==> src/rtl/instr_fetch_unit_pkg.sv <==
// Shared CPU definitions: word/address widths, reset PC and the matching typedefs.
package instr_fetch_unit_pkg;

    localparam int          WORD_W   = 32;
    localparam int          ADDR_W   = 12;
    localparam int unsigned RESET_PC = 0;

    typedef logic [WORD_W-1:0] word_t;
    typedef logic [ADDR_W-1:0] addr_t;

endpackage

==> src/rtl/instr_fetch_unit_if.sv <==
// Fetch-unit bus bundle: instruction RAM request/response, redirect input and decoder handshake.
interface instr_fetch_unit_if
    import instr_fetch_unit_pkg::*;
#(
    parameter int ADDR_W = instr_fetch_unit_pkg::ADDR_W
) ();

    logic              mem_req_valid;
    logic              mem_req_ready;
    logic [ADDR_W-1:0] mem_req_addr;
    logic              mem_rsp_valid;
    word_t             mem_rsp_data;
    logic              redirect_valid;
    logic [ADDR_W-1:0] redirect_addr;
    logic              inst_valid;
    logic              inst_ready;
    word_t             inst_data;
    logic [ADDR_W-1:0] inst_pc;

    modport master (
        output mem_req_valid, mem_req_addr, inst_valid, inst_data, inst_pc,
        input  mem_req_ready, mem_rsp_valid, mem_rsp_data, redirect_valid, redirect_addr,
               inst_ready
    );

    modport slave (
        input  mem_req_valid, mem_req_addr, inst_valid, inst_data, inst_pc,
        output mem_req_ready, mem_rsp_valid, mem_rsp_data, redirect_valid, redirect_addr,
               inst_ready
    );

endinterface

==> src/rtl/instr_fetch_unit_inst_fifo.sv <==
// Synchronous FIFO with flush; push on a full FIFO is accepted only alongside a pop,
// and an empty FIFO never forwards the pushed word in the same cycle.
module instr_fetch_unit_inst_fifo #(
    parameter int W     = 32,
    parameter int DEPTH = 4
) (
    input  logic                    clk,
    input  logic                    rst,
    input  logic                    push_i,
    input  logic [W-1:0]            data_i,
    input  logic                    pop_i,
    input  logic                    flush_i,
    output logic [W-1:0]            data_o,
    output logic [$clog2(DEPTH):0]  count_o
);

    localparam int          PW   = $clog2(DEPTH);
    localparam logic [PW:0] FULL = (PW+1)'(DEPTH);

    logic [W-1:0]  mem_q [DEPTH];
    logic [PW-1:0] wr_ptr_q, wr_ptr_d;
    logic [PW-1:0] rd_ptr_q, rd_ptr_d;
    logic [PW:0]   count_q, count_d;
    logic          do_push, do_pop;

    always_comb begin
        do_pop   = pop_i && (count_q != '0);
        do_push  = push_i && ((count_q != FULL) || do_pop);
        wr_ptr_d = wr_ptr_q;
        rd_ptr_d = rd_ptr_q;
        count_d  = count_q;
        if (flush_i) begin
            wr_ptr_d = '0;
            rd_ptr_d = '0;
            count_d  = '0;
        end else begin
            if (do_push) wr_ptr_d = wr_ptr_q + PW'(1);
            if (do_pop)  rd_ptr_d = rd_ptr_q + PW'(1);
            count_d = count_q + (PW+1)'(do_push) - (PW+1)'(do_pop);
        end
    end

    always_ff @(posedge clk) begin
        if (rst) begin
            wr_ptr_q <= '0;
            rd_ptr_q <= '0;
            count_q  <= '0;
        end else begin
            wr_ptr_q <= wr_ptr_d;
            rd_ptr_q <= rd_ptr_d;
            count_q  <= count_d;
        end
    end

    // Storage is not reset; the output is forced to zero whenever the FIFO is empty.
    always_ff @(posedge clk) begin
        if (do_push) mem_q[wr_ptr_q] <= data_i;
    end

    assign data_o  = (count_q != '0) ? mem_q[rd_ptr_q] : '0;
    assign count_o = count_q;

endmodule

==> src/rtl/instr_fetch_unit.sv <==
// Instruction fetch front end: owns the PC, issues in-order RAM reads, buffers returned
// words with their PC and discards words that belong to a stream killed by a redirect.
module instr_fetch_unit
    import instr_fetch_unit_pkg::*;
#(
    parameter int          ADDR_W   = instr_fetch_unit_pkg::ADDR_W,
    parameter int          DEPTH    = 4,
    parameter int unsigned RESET_PC = instr_fetch_unit_pkg::RESET_PC
) (
    input  logic               clk,
    input  logic               rst,
    instr_fetch_unit_if.master bus
);

    localparam int CW = $clog2(DEPTH) + 1;
    localparam int SW = CW + 2;
    localparam int TW = WORD_W + ADDR_W;

    logic [ADDR_W-1:0] fetch_pc_q, fetch_pc_d;
    logic [CW-1:0]     drop_cnt_q, drop_cnt_d;
    logic [CW-1:0]     live_cnt;
    logic [CW-1:0]     inst_cnt;
    logic [SW-1:0]     busy;
    logic              req_fire, rsp_drop, rsp_keep, inst_fire;
    logic [ADDR_W-1:0] rsp_pc;
    logic [TW-1:0]     inst_entry;

    // Buffered, kept-in-flight and doomed-in-flight words all hold a credit, so the
    // instruction FIFO can never overflow.
    assign busy              = SW'(inst_cnt) + SW'(live_cnt) + SW'(drop_cnt_q);
    assign bus.mem_req_valid = !rst && (busy < SW'(DEPTH));
    assign bus.mem_req_addr  = fetch_pc_q;

    assign req_fire  = bus.mem_req_valid && bus.mem_req_ready;
    assign rsp_drop  = bus.mem_rsp_valid && (drop_cnt_q != '0);
    assign rsp_keep  = bus.mem_rsp_valid && (drop_cnt_q == '0);
    assign inst_fire = bus.inst_valid && bus.inst_ready;

    always_comb begin
        fetch_pc_d = fetch_pc_q;
        drop_cnt_d = drop_cnt_q;
        if (bus.redirect_valid) begin
            // Everything issued up to and including this cycle is doomed; a response
            // arriving now retires one of those requests.
            fetch_pc_d = bus.redirect_addr;
            drop_cnt_d = CW'(SW'(drop_cnt_q) + SW'(live_cnt) + SW'(req_fire)
                             - SW'(bus.mem_rsp_valid));
        end else begin
            if (req_fire) fetch_pc_d = fetch_pc_q + ADDR_W'(1);
            if (rsp_drop) drop_cnt_d = drop_cnt_q - CW'(1);
        end
    end

    always_ff @(posedge clk) begin
        if (rst) begin
            fetch_pc_q <= ADDR_W'(RESET_PC);
            drop_cnt_q <= '0;
        end else begin
            fetch_pc_q <= fetch_pc_d;
            drop_cnt_q <= drop_cnt_d;
        end
    end

    // PC tags of kept in-flight requests; its occupancy is the live count.
    instr_fetch_unit_inst_fifo #(
        .W     (ADDR_W),
        .DEPTH (DEPTH)
    ) u_tag_fifo (
        .clk     (clk),
        .rst     (rst),
        .push_i  (req_fire),
        .data_i  (fetch_pc_q),
        .pop_i   (rsp_keep),
        .flush_i (bus.redirect_valid),
        .data_o  (rsp_pc),
        .count_o (live_cnt)
    );

    instr_fetch_unit_inst_fifo #(
        .W     (TW),
        .DEPTH (DEPTH)
    ) u_inst_fifo (
        .clk     (clk),
        .rst     (rst),
        .push_i  (rsp_keep && !bus.redirect_valid),
        .data_i  ({bus.mem_rsp_data, rsp_pc}),
        .pop_i   (inst_fire),
        .flush_i (bus.redirect_valid),
        .data_o  (inst_entry),
        .count_o (inst_cnt)
    );

    assign bus.inst_valid = (inst_cnt != '0);
    assign bus.inst_data  = inst_entry[TW-1 -: WORD_W];
    assign bus.inst_pc    = inst_entry[ADDR_W-1:0];

endmodule

==> src/flat_wrapper.sv <==
// flat-port wrapper written by rule: the top's interface ports become plain ports
module instr_fetch_unit_flat import instr_fetch_unit_pkg::*;
#(
    parameter int          ADDR_W   = instr_fetch_unit_pkg::ADDR_W,
    parameter int          DEPTH    = 4,
    parameter int unsigned RESET_PC = instr_fetch_unit_pkg::RESET_PC
)
  (clk, rst, bus_mem_req_valid, bus_mem_req_addr, bus_inst_valid, bus_inst_data, bus_inst_pc, bus_mem_req_ready, bus_mem_rsp_valid, bus_mem_rsp_data, bus_redirect_valid, bus_redirect_addr, bus_inst_ready);
  instr_fetch_unit_if #(.ADDR_W(ADDR_W)) bus_i ();
  input  logic clk;
  input  logic rst;
  output wire logic [$bits(bus_i.mem_req_valid)-1:0] bus_mem_req_valid;
  output wire logic [$bits(bus_i.mem_req_addr)-1:0] bus_mem_req_addr;
  output wire logic [$bits(bus_i.inst_valid)-1:0] bus_inst_valid;
  output wire logic [$bits(bus_i.inst_data)-1:0] bus_inst_data;
  output wire logic [$bits(bus_i.inst_pc)-1:0] bus_inst_pc;
  input wire logic [$bits(bus_i.mem_req_ready)-1:0] bus_mem_req_ready;
  input wire logic [$bits(bus_i.mem_rsp_valid)-1:0] bus_mem_rsp_valid;
  input wire logic [$bits(bus_i.mem_rsp_data)-1:0] bus_mem_rsp_data;
  input wire logic [$bits(bus_i.redirect_valid)-1:0] bus_redirect_valid;
  input wire logic [$bits(bus_i.redirect_addr)-1:0] bus_redirect_addr;
  input wire logic [$bits(bus_i.inst_ready)-1:0] bus_inst_ready;
  assign bus_mem_req_valid = bus_i.mem_req_valid;
  assign bus_mem_req_addr = bus_i.mem_req_addr;
  assign bus_inst_valid = bus_i.inst_valid;
  assign bus_inst_data = bus_i.inst_data;
  assign bus_inst_pc = bus_i.inst_pc;
  assign bus_i.mem_req_ready = bus_mem_req_ready;
  assign bus_i.mem_rsp_valid = bus_mem_rsp_valid;
  assign bus_i.mem_rsp_data = bus_mem_rsp_data;
  assign bus_i.redirect_valid = bus_redirect_valid;
  assign bus_i.redirect_addr = bus_redirect_addr;
  assign bus_i.inst_ready = bus_inst_ready;
  instr_fetch_unit #(.ADDR_W(ADDR_W), .DEPTH(DEPTH), .RESET_PC(RESET_PC)) u_core (.clk(clk), .rst(rst), .bus(bus_i));
endmodule
==> config.mk <==
export PLATFORM = sky130hd
export DESIGN_NAME = instr_fetch_unit_flat
export DESIGN_NICKNAME = d
export VERILOG_FILES = /design/src/rtl/instr_fetch_unit_pkg.sv /design/src/rtl/instr_fetch_unit_if.sv /design/src/rtl/instr_fetch_unit_inst_fifo.sv /design/src/rtl/instr_fetch_unit.sv /design/src/flat_wrapper.sv
export SDC_FILE = /design/constraint.sdc
export NUM_CORES = 1
export LEC_CHECK = 0
export ABC_AREA = 1
export ABC_CLOCK_PERIOD_IN_PS = 6700
export CAP_MARGIN = 40
export CORE_MARGIN = 5
export CORE_UTILIZATION = 34
export CTS_CLUSTER_SIZE = 25
export DETAILED_ROUTE_END_ITERATION = 16
export DONT_BUFFER_PORTS = 1
export PLACE_DENSITY_LB_ADDON = 0.25
export RECOVER_POWER = 50
export SLEW_MARGIN = 25
export SYNTH_ARGS = -nofsm -noshare
export SYNTH_HDL_FRONTEND = slang
export SYNTH_SLANG_ARGS = --single-unit
==> constraint.sdc <==
create_clock -name clk -period 6.7 [get_ports clk]
set_clock_uncertainty 0.2 [all_clocks]
set_input_delay 1.34 -clock clk [delete_from_list [all_inputs] [get_ports clk]]
set_output_delay 1.34 -clock clk [all_outputs]
set_load 0.02 [all_outputs]
==> metrics.yaml, run 1 <==
outcome:
  status: "complete, but fails checks"
  violations: "capacitance limit, slew limit"
route:
  wl_um: 23500
  drt_first_pass_iters: 5
  remaining_drc_errors: 0
  ant_nets: 0
  routedWlPerCell_um: 17.0
  drtIter0Drc: 416
  vias: 6630
  avgViaCountPerCell: 4.81
sta:
  max_freq_mhz: 221
  maxSlewHeadroom_pct: -80.7
  whs_ps: 270
  tightest_slew_ps: 2710
  finalHoldViolations: 0
  worst_slack_ps: 2170
  maxSlewViolCount: 55
  fin_setup_tns_ps: 0
  timing.final.crit_share_pct: 67.5
  setup_viol: 0
  rsz0062_at_grt: "false"
  fin_crit_ps: 4530
place:
  place_ws_ps: 2640
  dpl-instance-area_um2: 11200
  port_buffers: 0
  place_congestion: 0.773
  dpl.hpwl_um: 13900
  dp_cells: 1326
global_route:
  grt_pass1_wl_um: 38000
  grtUsageTotal_pct: 13.2
  grt_pass1_vias: 6613
  grt_max_degree: 48
  antenna_found_initial: 0
  grt-ovfl-total: 0
final_layout:
  final_cells: 1377
  final_cell_mix: "nor2_1, edfxtp_1, o21ai_0"
  syn_to_final_growth_pct: 12.2
  layout_commonest_cell: "nor2_1"
  final_area_um2: 12000
  final_nets: 1029
  finish.utilization_pct: 38.4
  drive_above_1_share_pct: 7.08
  antenna_cells: 0
clock_network:
  htree_levels: 1
  post_cts_buffers: 0
  clockBufferDepth: 3
  cts-buffers-inserted: 28
  ctsResizeCount: 0
  clk_pin_slew_ps: 60
  root_buffer: "clkbuf_16"
  cts_hold_buffers: 0
  tritoncts: "yes"
  cts_sinks: 257
  clk_latency_ps: 530
setup_path:
  crit_required_ps: 6590
  reg2reg_slack_ps: 2300
  critPathMaxFanout: 44
  worstSetupStartpointType: "primary input"
  worst_setup_path_end_kind: "flop"
  critPathArrivalTime_ps: 4420
  critPathKind: "in -> reg"
power_and_ir_drop:
  finalPower_mw: 3.50
  p_leak_nw: 4.18
  powerDensity_nw_per_um2: 291
  ir_worst_vdd_uv: 175
floorplanning:
  die_w_um: 188
  die_area_um2: 35200
  rows: 65
  core_area_um2: 31300
  initial_core_util_pct: 34.2
  ioPinCount: 108
  die-height_um: 188
synth:
  synthCells: 957
  synth_async_sr_flop_share_pct: 0
  ys_types: 32
  synth_edf_count: 224
  post_synth_instance_area_um2: 10700
  synth-seq-cells: 257
  yosys_warnings: 0
  syn_nets: 1032
  synth_flop_cell: "edfxtp_1"
  syn_area_per_cell_um2: 11.2
  synth_seq_area_share_pct: 68.9
hold_path:
  hp-class: "reg -> reg"
run:
  drv_cap: 2
==> final cells by class <==
type / instances / area [um2]
fillers: 3011 / 19300
flip-flops and latches: 257 / 7390
multi-input cells: 612 / 3000
clock buffers: 40 / 766
well taps: 402 / 503
inverters: 41 / 154
repair buffers: 14 / 134
clock inverters: 11 / 88.8
==> Yosys cell counts, drive strengths merged, types with 3 or more instances <==
cell    number  area, um2
clkbuf      29        109
inv         40        150
nor3         3       20.0
xor2         7       61.3
nor2       255        970
ha          20        250
edfxtp     224       6730
dfxtp       33        661
o21ai      125        629
buf         18        100
nand3       29        150
a21oi       78        390
or2          4       25.0
fa           5        100
nand2       76        295
xnor2        6       52.6
==> metal layers <==
layer  track usage (%)  wire, um  vias to the layer above
li1                  -         -                     3297
met1              18.1     11000                     3143
met2              21.4     10600                      144
met3              3.00      1240                       46
met4              3.33       639                        0
met5                 0         0                        -
==> report_power, final <==
group          leakage, nW  total (mW)  internal (mW)  switching, mW
clock network        0.416        1.43          0.831          0.601
logic                 1.46       0.246         0.0654          0.180
registers             2.30        1.82           1.79         0.0350
==> registers in the layout, summed over array words and instances, names as in the netlist, named ones only <==
register,flops
u_core.u_tag_fifo.count_o,3
u_core.u_tag_fifo.mem_q,48
u_core.u_inst_fifo.wr_ptr_q,2
u_core.drop_cnt_q,3
u_core.u_inst_fifo.mem_q,176
u_core.u_inst_fifo.rd_ptr_q,2
u_core.bus.mem_req_addr,12
u_core.u_tag_fifo.wr_ptr_q,2
u_core.u_inst_fifo.count_o,3
u_core.u_tag_fifo.rd_ptr_q,2
==> worst paths after layout <==
check	cells after the start	start	end
worst min-delay path	2	u_core.u_tag_fifo.rd_ptr_q[1]$_SDFFE_PP0P_	u_core.u_tag_fifo.rd_ptr_q[1]$_SDFFE_PP0P_
worst max register to register	7	u_core.drop_cnt_q[0]$_SDFFE_PP0P_	u_core.u_inst_fifo.mem_q[0][37]$_DFFE_PP_
worst min register to register	2	u_core.u_tag_fifo.rd_ptr_q[1]$_SDFFE_PP0P_	u_core.u_tag_fifo.rd_ptr_q[1]$_SDFFE_PP0P_
worst max-delay path	5	bus_mem_rsp_valid	u_core.u_inst_fifo.mem_q[0][37]$_DFFE_PP_
==> worst max-delay path, cell delays in order <==
cell,delay [ps]
nand3_1,110
nor2_1,190
o21ai_0,560
nor2_4,220
clkbuf_1,1930
==> kinds of logic (layout without fill, tap and decap cells) <==
logic type	after synthesis	count (layout)	share of synthesized area, %
buf+inv	88	106	3.38
simple gates	369	369	13.7
fa+ha+maj	25	25	3.27
flops	257	257	68.9
xor+xnor	13	13	1.06
compound gates	205	205	9.65
Power figures use the tool's default switching activity.
==> run 2, diff against run 1 <==
Settings changed: ABC_CLOCK_PERIOD_IN_PS 6700 to 3800.
Clock period 6.7 ns to 3.8 ns, I/O delays scaled along.
==> run 2 against run 1 <==
The run now ends clean. Via count increased by 0.60%. Sequential power rose by 77%. Setup slack got worse by 2000 ps. Critical path depth grew 13. Combinational power grew 110%. Utilization up 1.4 points. Cell count grew 3.3%. Flip-flop and latch count did not move. Hold slack lost 180 ps. Non-clock buffer count rose by 50. Global-route usage decreased by 0.30 points. Clock-buffer cell count fell by 1. Critical endpoint is now u_core.drop_cnt_q[2]$_SDFFE_PP0P_. Largest power group unchanged.
==> metrics.yaml, run 2 (synthesis results as in run 1) <==
run:
  drv_cap: 0
setup_path:
  critPathMaxFanout: 4
  worst_setup_path_end_kind: "flop"
  reg2reg_slack_ps: 150
  crit_slowest_cell: "dfxtp_4"
  path_buf_inv: 1
  critPathArrivalTime_ps: 3870
  worstSetupStartpointType: "flop"
  rr_startpoint: "u_core.u_tag_fifo.count_o[0]$_SDFF_PP0_"
  crit_required_ps: 4020
  critPathKind: "reg -> reg"
  cp-startpoint: "u_core.u_tag_fifo.count_o[0]$_SDFF_PP0_"
  path_cells: "ha_2 > fa_2 > xor2_1 > ha_1 > nor3_2 > nand2_1 > nor2_4 > nand2_4 > ha_1 > inv_1 > fa_2 > fa_2 > xor2_1 > nand2_1 > nand2_1 > nor2_2 > a21oi_2 > a21oi_1"
  cpLargestDelayFamily: "adder cells"
  critical_path.max_stage_delay_ps: 360
power_and_ir_drop:
  p_seq_share_pct: 51.8
  p_switching_mw: 1.42
  p_leak_nw: 4.44
  clkPwrFrac_pct: 40.0
  ir_worst_vdd_uv: 333
  powerDensity_nw_per_um2: 498
  switching_share_pct: 22.8
  p_int_mw: 4.79
  pwr-share-comb_pct: 8.2
clock_network:
  cts_sinks: 257
  cts-buffers-inserted: 29
  clk_latency_ps: 530
  clk_pin_slew_ps: 60
  tritoncts: "yes"
  root_buffer: "clkbuf_16"
  clockBufferDepth: 3
  htree_levels: 1
  cts_hold_buffers: 0
global_route:
  grt-ovfl-total: 0
  antenna_found_initial: 0
  grt_pass1_wl_um: 36900
  grt_max_degree: 64
  grt_pass1_vias: 6668
  grtUsageTotal_pct: 12.9
floorplanning:
  rows: 65
  initial_core_util_pct: 34.2
  die_area_um2: 35200
  die-height_um: 188
  die_w_um: 188
  ioPinCount: 108
  core_area_um2: 31300
route:
  avgViaCountPerCell: 4.69
  drt_first_pass_iters: 4
  vias: 6670
  ant_nets: 0
  routedWlPerCell_um: 16.4
  remaining_drc_errors: 0
  drtIter0Drc: 305
  wl_um: 23300
final_layout:
  antenna_cells: 0
  fillers: 3005
  largest_register_ffs: 176
  final_area_um2: 12500
  top_register: "u_core.u_inst_fifo.mem_q"
  drive_above_1_share_pct: 12.2
  final_nets: 1080
  layout_commonest_cell: "nor2_1"
  syn_to_final_growth_pct: 16.2
  final_cell_mix: "nor2_1, edfxtp_1, o21ai_0"
sta:
  tightest_slew_ps: 1390
  maxSlewHeadroom_pct: 7.59
  worst_slack_ps: 149
  timing.final.crit_share_pct: 96.1
  maxSlewViolCount: 0
  rsz0062_at_grt: "true"
  fin_setup_tns_ps: 0
  max_freq_mhz: 274
  whs_ps: 88.1
  finalHoldViolations: 0
  fin_crit_ps: 3650
  setup_viol: 0
place:
  place_congestion: 0.757
  port_buffers: 0
  dpl-instance-area_um2: 11600
  dpl.hpwl_um: 13300
  place_ws_ps: 133
outcome:
  status: "completed"
hold_path:
  hp-class: "in -> reg"
  min-delay-start: "rst"
-- run 2: layout make-up --
type / instances / area, um2 / share of cell area, %
clock buffers: 39 / 763 / 6.13
clock inverters: 7 / 75.1 / 0.603
inverters: 41 / 154 / 1.24
multi-input cells: 612 / 3030 / 24.3
flip-flops and latches: 257 / 7390 / 59.3
well taps: 402 / 503 / 4.04
repair buffers: 64 / 544 / 4.37
-- run 2: repair_timing --
item / CTS / global route
endpoints found under the setup margin: 0 / 2
setup buffers: 0 / 1
resized for setup: 0 / 5
-- run 2: worst paths after layout --
path                                             endpoint  cells past startpoint
setup reg to reg        u_core.drop_cnt_q[2]$_SDFFE_PP0P_                     18
setup / recovery        u_core.drop_cnt_q[2]$_SDFFE_PP0P_                     18
hold / removal    u_core.bus.mem_req_addr[3]$_SDFFE_PP0P_                      1
hold reg to reg                                      flop                      2
-- run 2: power by group through the flow --
| stage | Sequential (mW) | Clock, mW | Combinational (mW) |
|---|---|---|---|
| 2_1_floorplan | 3.26 | 0 | 0.344 |
| 3_3_place_gp | 3.27 | 0 | 0.509 |
| 3_5_place_dp | 3.27 | 0 | 0.516 |
| 4_1_cts | 3.21 | 2.58 | 0.519 |
| 5_1_grt | 3.22 | 2.71 | 0.575 |
| 6_report | 3.22 | 2.48 | 0.510 |
-- run 2: layer usage --
layer	track usage, %	vias up	part of all wire [%]
met5	0	-	0
met4	2.77	0	1.7
met3	3.43	29	6.3
met2	21.2	161	46
met1	17.3	3081	46
li1	-	3399	-
-- run 2: through the flow --
stage,std cells,utilization (%),total power [mW]
after CTS,1421,39.8,6.31
after detailed placement,1375,37.1,3.79
after global routing,1422,39.8,6.50
final,1422,39.8,6.21
after floorplan,957,-,3.60
after global placement,1374,37.0,3.78
